`src/rtl/tick_reducer.sv`:
```
// rtl/tick_reducer.sv - programmable pulse/square clock-enable divider for the slow-tick domain
// Optional REDUCER_TICK_COUNT_EN builds a 16-bit terminal-count counter on tick_count.
module tick_reducer #(
  parameter int               WIDTH        = 32,
  parameter logic [WIDTH-1:0] DEFAULT_DIV  = WIDTH'(32'h00FFFFFF),
  parameter logic             DEFAULT_MODE = 1'b0
) (
  input  logic             clock_in,
  input  logic             reset,
  input  logic             enable,
  input  logic             div_load,
  input  logic [WIDTH-1:0] div_value,
  input  logic             div_mode,
  output logic             div_ack,
  output logic             clock_out,
  output logic [15:0]      tick_count
);

  localparam logic MODE_PULSE  = 1'b0;
  localparam logic MODE_SQUARE = 1'b1;

  logic [WIDTH-1:0] cnt;
  logic [WIDTH-1:0] div_reg;
  logic             mode_reg;
  logic [WIDTH-1:0] shadow_div;
  logic             shadow_mode;
  logic             pending;

  logic             tc;
  logic             apply;
  logic [WIDTH-1:0] cnt_next;
  logic             out_next;

  assign tc    = enable && (cnt == div_reg);
  // A pending load lands on a TC edge, or immediately while the counter is frozen.
  assign apply = pending && (tc || !enable);

  always_comb begin
    cnt_next = cnt;
    if (tc || apply) begin
      cnt_next = '0;
    end else if (enable) begin
      cnt_next = cnt + 1'b1;
    end
  end

  always_comb begin
    out_next = clock_out;
    if (mode_reg == MODE_PULSE) begin
      out_next = tc;
    end else if (tc) begin
      out_next = ~clock_out;
    end
    // Mode changes: entering pulse drops the output, entering square keeps the level.
    if (apply) begin
      if (shadow_mode == MODE_PULSE && mode_reg == MODE_SQUARE) begin
        out_next = 1'b0;
      end else if (shadow_mode == MODE_SQUARE && mode_reg == MODE_PULSE) begin
        out_next = clock_out;
      end
    end
  end

  always_ff @(posedge clock_in) begin
    if (reset) begin
      cnt         <= '0;
      div_reg     <= DEFAULT_DIV;
      mode_reg    <= DEFAULT_MODE;
      shadow_div  <= DEFAULT_DIV;
      shadow_mode <= DEFAULT_MODE;
      pending     <= 1'b0;
      div_ack     <= 1'b0;
      clock_out   <= 1'b0;
    end else begin
      cnt       <= cnt_next;
      clock_out <= out_next;
      div_ack   <= apply;
      if (apply) begin
        div_reg  <= shadow_div;
        mode_reg <= shadow_mode;
      end
      // A load in the apply cycle re-arms with the new value after the old one lands.
      if (div_load) begin
        shadow_div  <= div_value;
        shadow_mode <= div_mode;
        pending     <= 1'b1;
      end else if (apply) begin
        pending <= 1'b0;
      end
    end
  end

`ifdef REDUCER_TICK_COUNT_EN
  logic [15:0] tick_q;

  always_ff @(posedge clock_in) begin
    if (reset) begin
      tick_q <= 16'h0000;
    end else if (tc) begin
      tick_q <= tick_q + 16'h0001;
    end
  end

  assign tick_count = tick_q;
`else
  assign tick_count = 16'h0000;
`endif

endmodule

```
`config.mk`:
```
export PLATFORM = sky130hd
export DESIGN_NAME = tick_reducer
export DESIGN_NICKNAME = d
export VERILOG_FILES = /design/src/rtl/tick_reducer.sv
export SDC_FILE = /design/constraint.sdc
export NUM_CORES = 1
export LEC_CHECK = 0
export BUFFER_PORTS_ARGS = -buffer_cell sky130_fd_sc_hd__buf_2
export CAP_MARGIN = 20
export CORE_MARGIN = 3
export CORE_UTILIZATION = 50
export DETAILED_ROUTE_END_ITERATION = 10
export MAX_ROUTING_LAYER = met4
export PLACE_DENSITY = 0.69
export SLEW_MARGIN = 10
export SYNTH_ARGS = -nofsm -noshare
export SYNTH_HDL_FRONTEND = slang
export SYNTH_SLANG_ARGS = --single-unit
```
`constraint.sdc`:
```
create_clock -name clock_in -period 2.8 [get_ports clock_in]
set_input_delay 0 -clock clock_in [delete_from_list [all_inputs] [get_ports clock_in]]
set_output_delay 0 -clock clock_in [all_outputs]
set_load 0.02 [all_outputs]
```
==> results of run 1 <==
cell type report:
class,count,area (um2)
repair buffers,83,623
clock buffers,11,151
flip-flops and latches,101,2020
clock inverters,5,66.3
inverters,4,15.0
well taps,136,170
multi-input cells,458,3060
fillers,918,4310
what timing repair did:
| item | in CTS | in global routing |
|---|---|---|
| hold endpoints to repair | 33 | 0 |
| hold buffers | 33 | 0 |
| setup buffers | 0 | 0 |
routing by layer:
layer	track usage [%]	vias up	wire length [um]
met1	31.5	2250	6120
met5	-	-	0
li1	-	2319	-
met2	35.5	116	6040
met3	4.37	24	594
met4	7.21	0	242
synth_stat cells (8+ instances only):
master	n
dfxtp_1	101
nand2_1	51
nor2_1	42
clkbuf_1	41
xor2_1	36
mux2i_1	34
nor4_1	31
o31ai_1	26
nand2b_1	25
nor3_1	25
a2111oi_0	24
or3_1	24
xnor2_1	22
nand4_1	17
buf_4	16
nand3_1	13
a31oi_1	9
and3_1	9
o2111ai_1	9
o311ai_0	9
nor3b_1	8
logic make-up after synthesis:
group	count (synthesis)	synth area share (%)
simple gates	259	25.8
flops	101	37.4
compound gates	88	13.2
buf+inv	77	7.17
xor+xnor	59	9.69
mux	35	6.50
fa+ha+maj	1	0.231
other cells	1	0.0693
power by group through the flow:
| stage | clock, mW | combinational (mW) | sequential, mW |
|---|---|---|---|
| after CTS | 1.03 | 0.286 | 1.53 |
| final | 1.01 | 0.288 | 1.53 |
| after global placement | 0 | 0.244 | 1.56 |
| after floorplan | 0 | 0.217 | 1.55 |
| after global routing | 1.08 | 0.323 | 1.54 |
| after detailed placement | 0 | 0.251 | 1.57 |
metrics by stage:
step,cell area [um2],utilization [%],hold WS [ps],instances
finish,6110,58.6,100,798
global route,6110,58.6,133,798
CTS,6110,58.6,90.9,798
detailed placement,5560,53.4,221,749
global placement,5560,53.4,215,749
floorplan,5470,-,129,636
worst max-delay path, cell delays in order (launching register included):
cell	delay [ps]
dfxtp_1	540
xnor2_2	150
nand4_1	190
or4_1	610
buf_4	290
nor4_1	350
nor3_1	90
final timing paths:
kind | slack, ps | endpoint | start | cells past startpoint
worst max-delay path | 460 | div_reg[23] | cnt[20] | 6
worst min-delay path | 100 | div_ack | enable | 2
worst max register to register | 460 | div_reg[23] | cnt[20] | 6
worst min register to register | 510 | shadow_div[16] | shadow_div[16] | 2
==> flow_summary.toml, run 1 <==
[layout]
final_cell_mix = "100 x dfxtp_1, 51 x nand2_1, 42 x nor2_1, 38 x buf_2, 36 x xor2_1"
final_common_cell = "dfxtp_1"
nets = 695
drive_gt1_share_pct = 10.9
diodes = 0
area_growth_pct = 12.9

[worst_setup_path]
crit_fanout = 34
end_kind = "flop"
crit_type = "flop to flop"
arrival_ps = 2610
required_ps = 3060
start_kind = "flop"

[die]
die_y_um = 110
start_util_pct = 52.0
dieArea_um2 = 12100
dieWidth_um = 110
core_um2 = 10400
ios = 55
rows = 37

[sta]
worst_slack_ps = 456
fmax_mhz = 427
slew_headroom_pct = 30.8
setup_viol = 0
drv_slew = 0
finalClockSkew_ps = 15.7
final.min_clock_period_ps = 2340
worst_slew_pin_slew_ps = 1040
setup_tns_ps = 0
min_period_over_period_pct = 83.7
rsz0062_at_grt = "no"
final-hold-violation-count = 0

[power]
p_comb_share_pct = 10.2
pwr-share-clk_pct = 35.7
intPower_mw = 2.09
powerDensity_nw_per_um2 = 464
switching_share_pct = 26.4
p_sw_uw = 749
p_seq_share_pct = 54.1
vdd_drop_max_v = 0.000372
cellLeakagePower_nw = 2.22
power_mw = 2.84

[place]
dp_hpwl_mm = 8.38
pre_cts_ws_ps = 472
port_buffers = 38
place_congestion = 0.842

[drt]
finalWirelength_mm = 13.0
dr.pass1.iters = 5
ant_nets = 0
wl_per_cell_um = 16.3
initialDrtViolationCount = 360
vias = 4709
via_per_inst = 5.90
drc = 0

[job]
maxCapViolCount = 0

[logic_synthesis]
yosys_warnings = 0
synth-seq-cells = 101
yosys.area.top_type_share_pct = 37.4
synth_cell_types = 42
synth_flop_cell = "dfxtp_1"
synth_edf_count = 0
synth_cells = 621
post_synth.cell_area_avg_um2 = 8.71
synth_largest_area_cell = "dfxtp_1"
async_reset_ff_share_pct = 0
synth-seq-area-share_pct = 37.4
synth_area_um2 = 5410
synth_area_leaders = "dfxtp_1 37%, mux2i_1 6.3%, xor2_1 5.8%"

[clock_network]
clock_path_buffers = 2
root_buffer = "clkbuf_8"
clock_sinks = 101
numCtsBuffers = 9
cts_tree = "yes"
ctsResizeCount = 0
clock_latency_ps = 380
cts_max_level = 3
clkTransAtPathRegs_ps = 100

[outcome]
outcome = "finished, final reports clean"

[global_routing]
grt_pass1_wl_mm = 21.9
gr-total-overflow = 0
grt_pass1_vias = 4387
grt_max_degree = 125
antenna_found_initial = 0
grt_use_total_pct = 23.3

[worst_hold_path]
hold_path_class = "input pin to flop"
Power figures use the tool's default switching activity.
==> run 2, diff against run 1 <==
--- a/config.mk
+++ b/config.mk
@@ -5,13 +5,14 @@
 export SDC_FILE = /design/constraint.sdc
 export NUM_CORES = 1
 export LEC_CHECK = 0
+export ABC_AREA = 1
 export BUFFER_PORTS_ARGS = -buffer_cell sky130_fd_sc_hd__buf_2
 export CAP_MARGIN = 20
 export CORE_MARGIN = 3
 export CORE_UTILIZATION = 50
 export DETAILED_ROUTE_END_ITERATION = 10
 export MAX_ROUTING_LAYER = met4
-export PLACE_DENSITY = 0.69
+export PLACE_DENSITY = 0.7
 export SLEW_MARGIN = 10
 export SYNTH_ARGS = -nofsm -noshare
 export SYNTH_HDL_FRONTEND = slang
==> constraint.sdc (replaced) <==
create_clock -name clock_in -period 2.2 [get_ports clock_in]
set_input_delay 0 -clock clock_in [delete_from_list [all_inputs] [get_ports clock_in]]
set_output_delay 0 -clock clock_in [all_outputs]
set_load 0.02 [all_outputs]
==> flow_summary.toml, run 2 <==
[outcome]
outcome = "finished, final reports clean"

[layout]
drive_gt1_share_pct = 13.8
nets = 781
area_growth_pct = 17.4
fill_cells = 804
diodes = 0
final_common_cell = "nand2_1"
final_cell_mix = "177 x nand2_1, 140 x nor2_1, 100 x dfxtp_1, 42 x inv_1, 40 x nand3_1"

[die]
dieArea_um2 = 10700
die_y_um = 103
core_um2 = 8980
dieWidth_um = 103
rows = 34
start_util_pct = 52.9
ios = 55

[worst_setup_path]
required_ps = 2450
arrival_ps = 2270
crit_fanout = 4
reg2reg_slack_ps = 190
end_kind = "flop"
crit_type = "flop to flop"
reg2regPathDepth = 10
start_kind = "flop"

[sta]
drv_slew = 0
slew_headroom_pct = 38.1
hold-worst-slack_ps = 14.5
fmax_mhz = 497
worst_slew_pin_slew_ps = 923
setup_tns_ps = 0
finalClockSkew_ps = 20.9
final-hold-violation-count = 0
setup_viol = 0
final.min_clock_period_ps = 2010
min_period_over_period_pct = 91.4
rsz0062_at_grt = "no"

[logic_synthesis]
synth_flop_cell = "dfxtp_1"
yosys_warnings = 0
synth_cells = 671
async_reset_ff_share_pct = 0
synth_largest_area_cell = "dfxtp_1"
synth_cell_types = 31
ys_top_cells_by_count = "178 x nand2_1, 142 x nor2_1, 101 x dfxtp_1, 42 x inv_1, 41 x nand3_1"
synth-seq-area-share_pct = 42.5
synth_edf_count = 0
synth_area_leaders = "dfxtp_1 43%, nand2_1 14%, nor2_1 11%"
synth_area_um2 = 4750
yosys.area.top_type_share_pct = 42.5
post_synth.cell_area_avg_um2 = 7.08
yosysMostFrequentCell = "nand2_1"
synth-seq-cells = 101

[worst_hold_path]
holdPathStages = 3
hold_path_class = "input pin to flop"

[power]
cellLeakagePower_nw = 2.34
powerDensity_nw_per_um2 = 614
vdd_drop_max_v = 0.000489

[clock_network]
root_buffer = "clkbuf_8"
clock_path_buffers = 2
clkTransAtPathRegs_ps = 100
cts_tree = "yes"
clock_sinks = 101
numCtsBuffers = 9
cts_max_level = 3
clock_latency_ps = 380

[drt]
vias = 4286
dr.pass1.iters = 4
initialDrtViolationCount = 230
ant_nets = 0
finalWirelength_mm = 11.4
via_per_inst = 4.90
wl_per_cell_um = 13.1
drc = 0

[global_routing]
grt_pass1_wl_mm = 18.8
grt_pass1_vias = 3966
grt_max_degree = 38
gr-total-overflow = 0
grt_use_total_pct = 23.3
antenna_found_initial = 0

[job]
maxCapViolCount = 0

[place]
place_congestion = 0.973
port_buffers = 38
dp_hpwl_mm = 8.26
[run 2: cell families (layout without fill, tap and decap cells)]
logic type | Yosys count | count (layout) | share of synthesized area, %
AND/OR/NAND/NOR | 418 | 418 | 37.6
flip-flops | 101 | 101 | 42.5
XOR/XNOR | 44 | 44 | 8.11
other | 1 | 16 | 0.0789
adder cells (fa/ha/maj) | 1 | 1 | 0.263
AO/OA/AOI/OAI | 23 | 23 | 2.45
buffers and inverters | 83 | 145 | 8.93
[run 2: timing repair]
| item | 4_1_cts | 5_1_grt |
|---|---|---|
| setup buffers | 0 | 1 |
| gates resized for setup | 0 | 6 |
| endpoints found under the setup margin | 0 | 21 |
| hold buffers | 34 | 0 |
| endpoints found under the hold margin | 40 | 0 |
[run 2: metal layers]
layer	global-route usage, %	vias up	wire length (um)
met5	-	-	0
met4	6.67	0	180
met3	3.89	16	590
met2	35.4	127	5210
met1	31.9	1954	5440
li1	-	2189	-
[run 2: report_power, final]
group / switching (mW) / internal, mW / total [mW]
combinational: 0.173 / 0.129 / 0.302
sequential: 0.0481 / 1.89 / 1.94
clock: 0.708 / 0.475 / 1.18
[run 2: worst paths after layout]
check,end,from
setup reg to reg,cnt[24],cnt[1]
setup / recovery,cnt[24],cnt[1]
hold / removal,pending,enable
hold reg to reg,div_reg[28],shadow_div[28]
[run 2: through the flow]
stage                     util, %  setup WS, ps  cells  power [mW]  instance area (um2)
final                        62.2           189    874        3.42                 5580
after global routing         62.2          18.1    874        3.57                 5580
after CTS                    61.8          23.3    873        3.45                 5550
after detailed placement     55.8          59.1    823        2.23                 5010
after global placement       55.8          42.9    823        2.22                 5010
after floorplan                 -           502    686        2.17                 4810
[run 2: final cells by class]
cell class | count | area, um2 | share of cell area [%]
Timing Repair Buffer | 84 | 646 | 11.6
Clock buffer | 10 | 138 | 2.47
Clock inverter | 6 | 62.6 | 1.12
Multi-Input combinational cell | 502 | 2380 | 42.7
Inverter | 45 | 171 | 3.07
Tap cell | 126 | 158 | 2.83
Sequential cell | 101 | 2020 | 36.3
[run 2: worst max-delay path, stage by stage, from the launching register on]
cell and delay [ps]:
dfxtp_1 400, ha_1 190, nand2_1 110, nor2_2 160
nand2_2 140, nor3_4 270, nand3_2 120, nor2_2 150
nand2_1 110, o21ai_0 180, a21oi_1 80
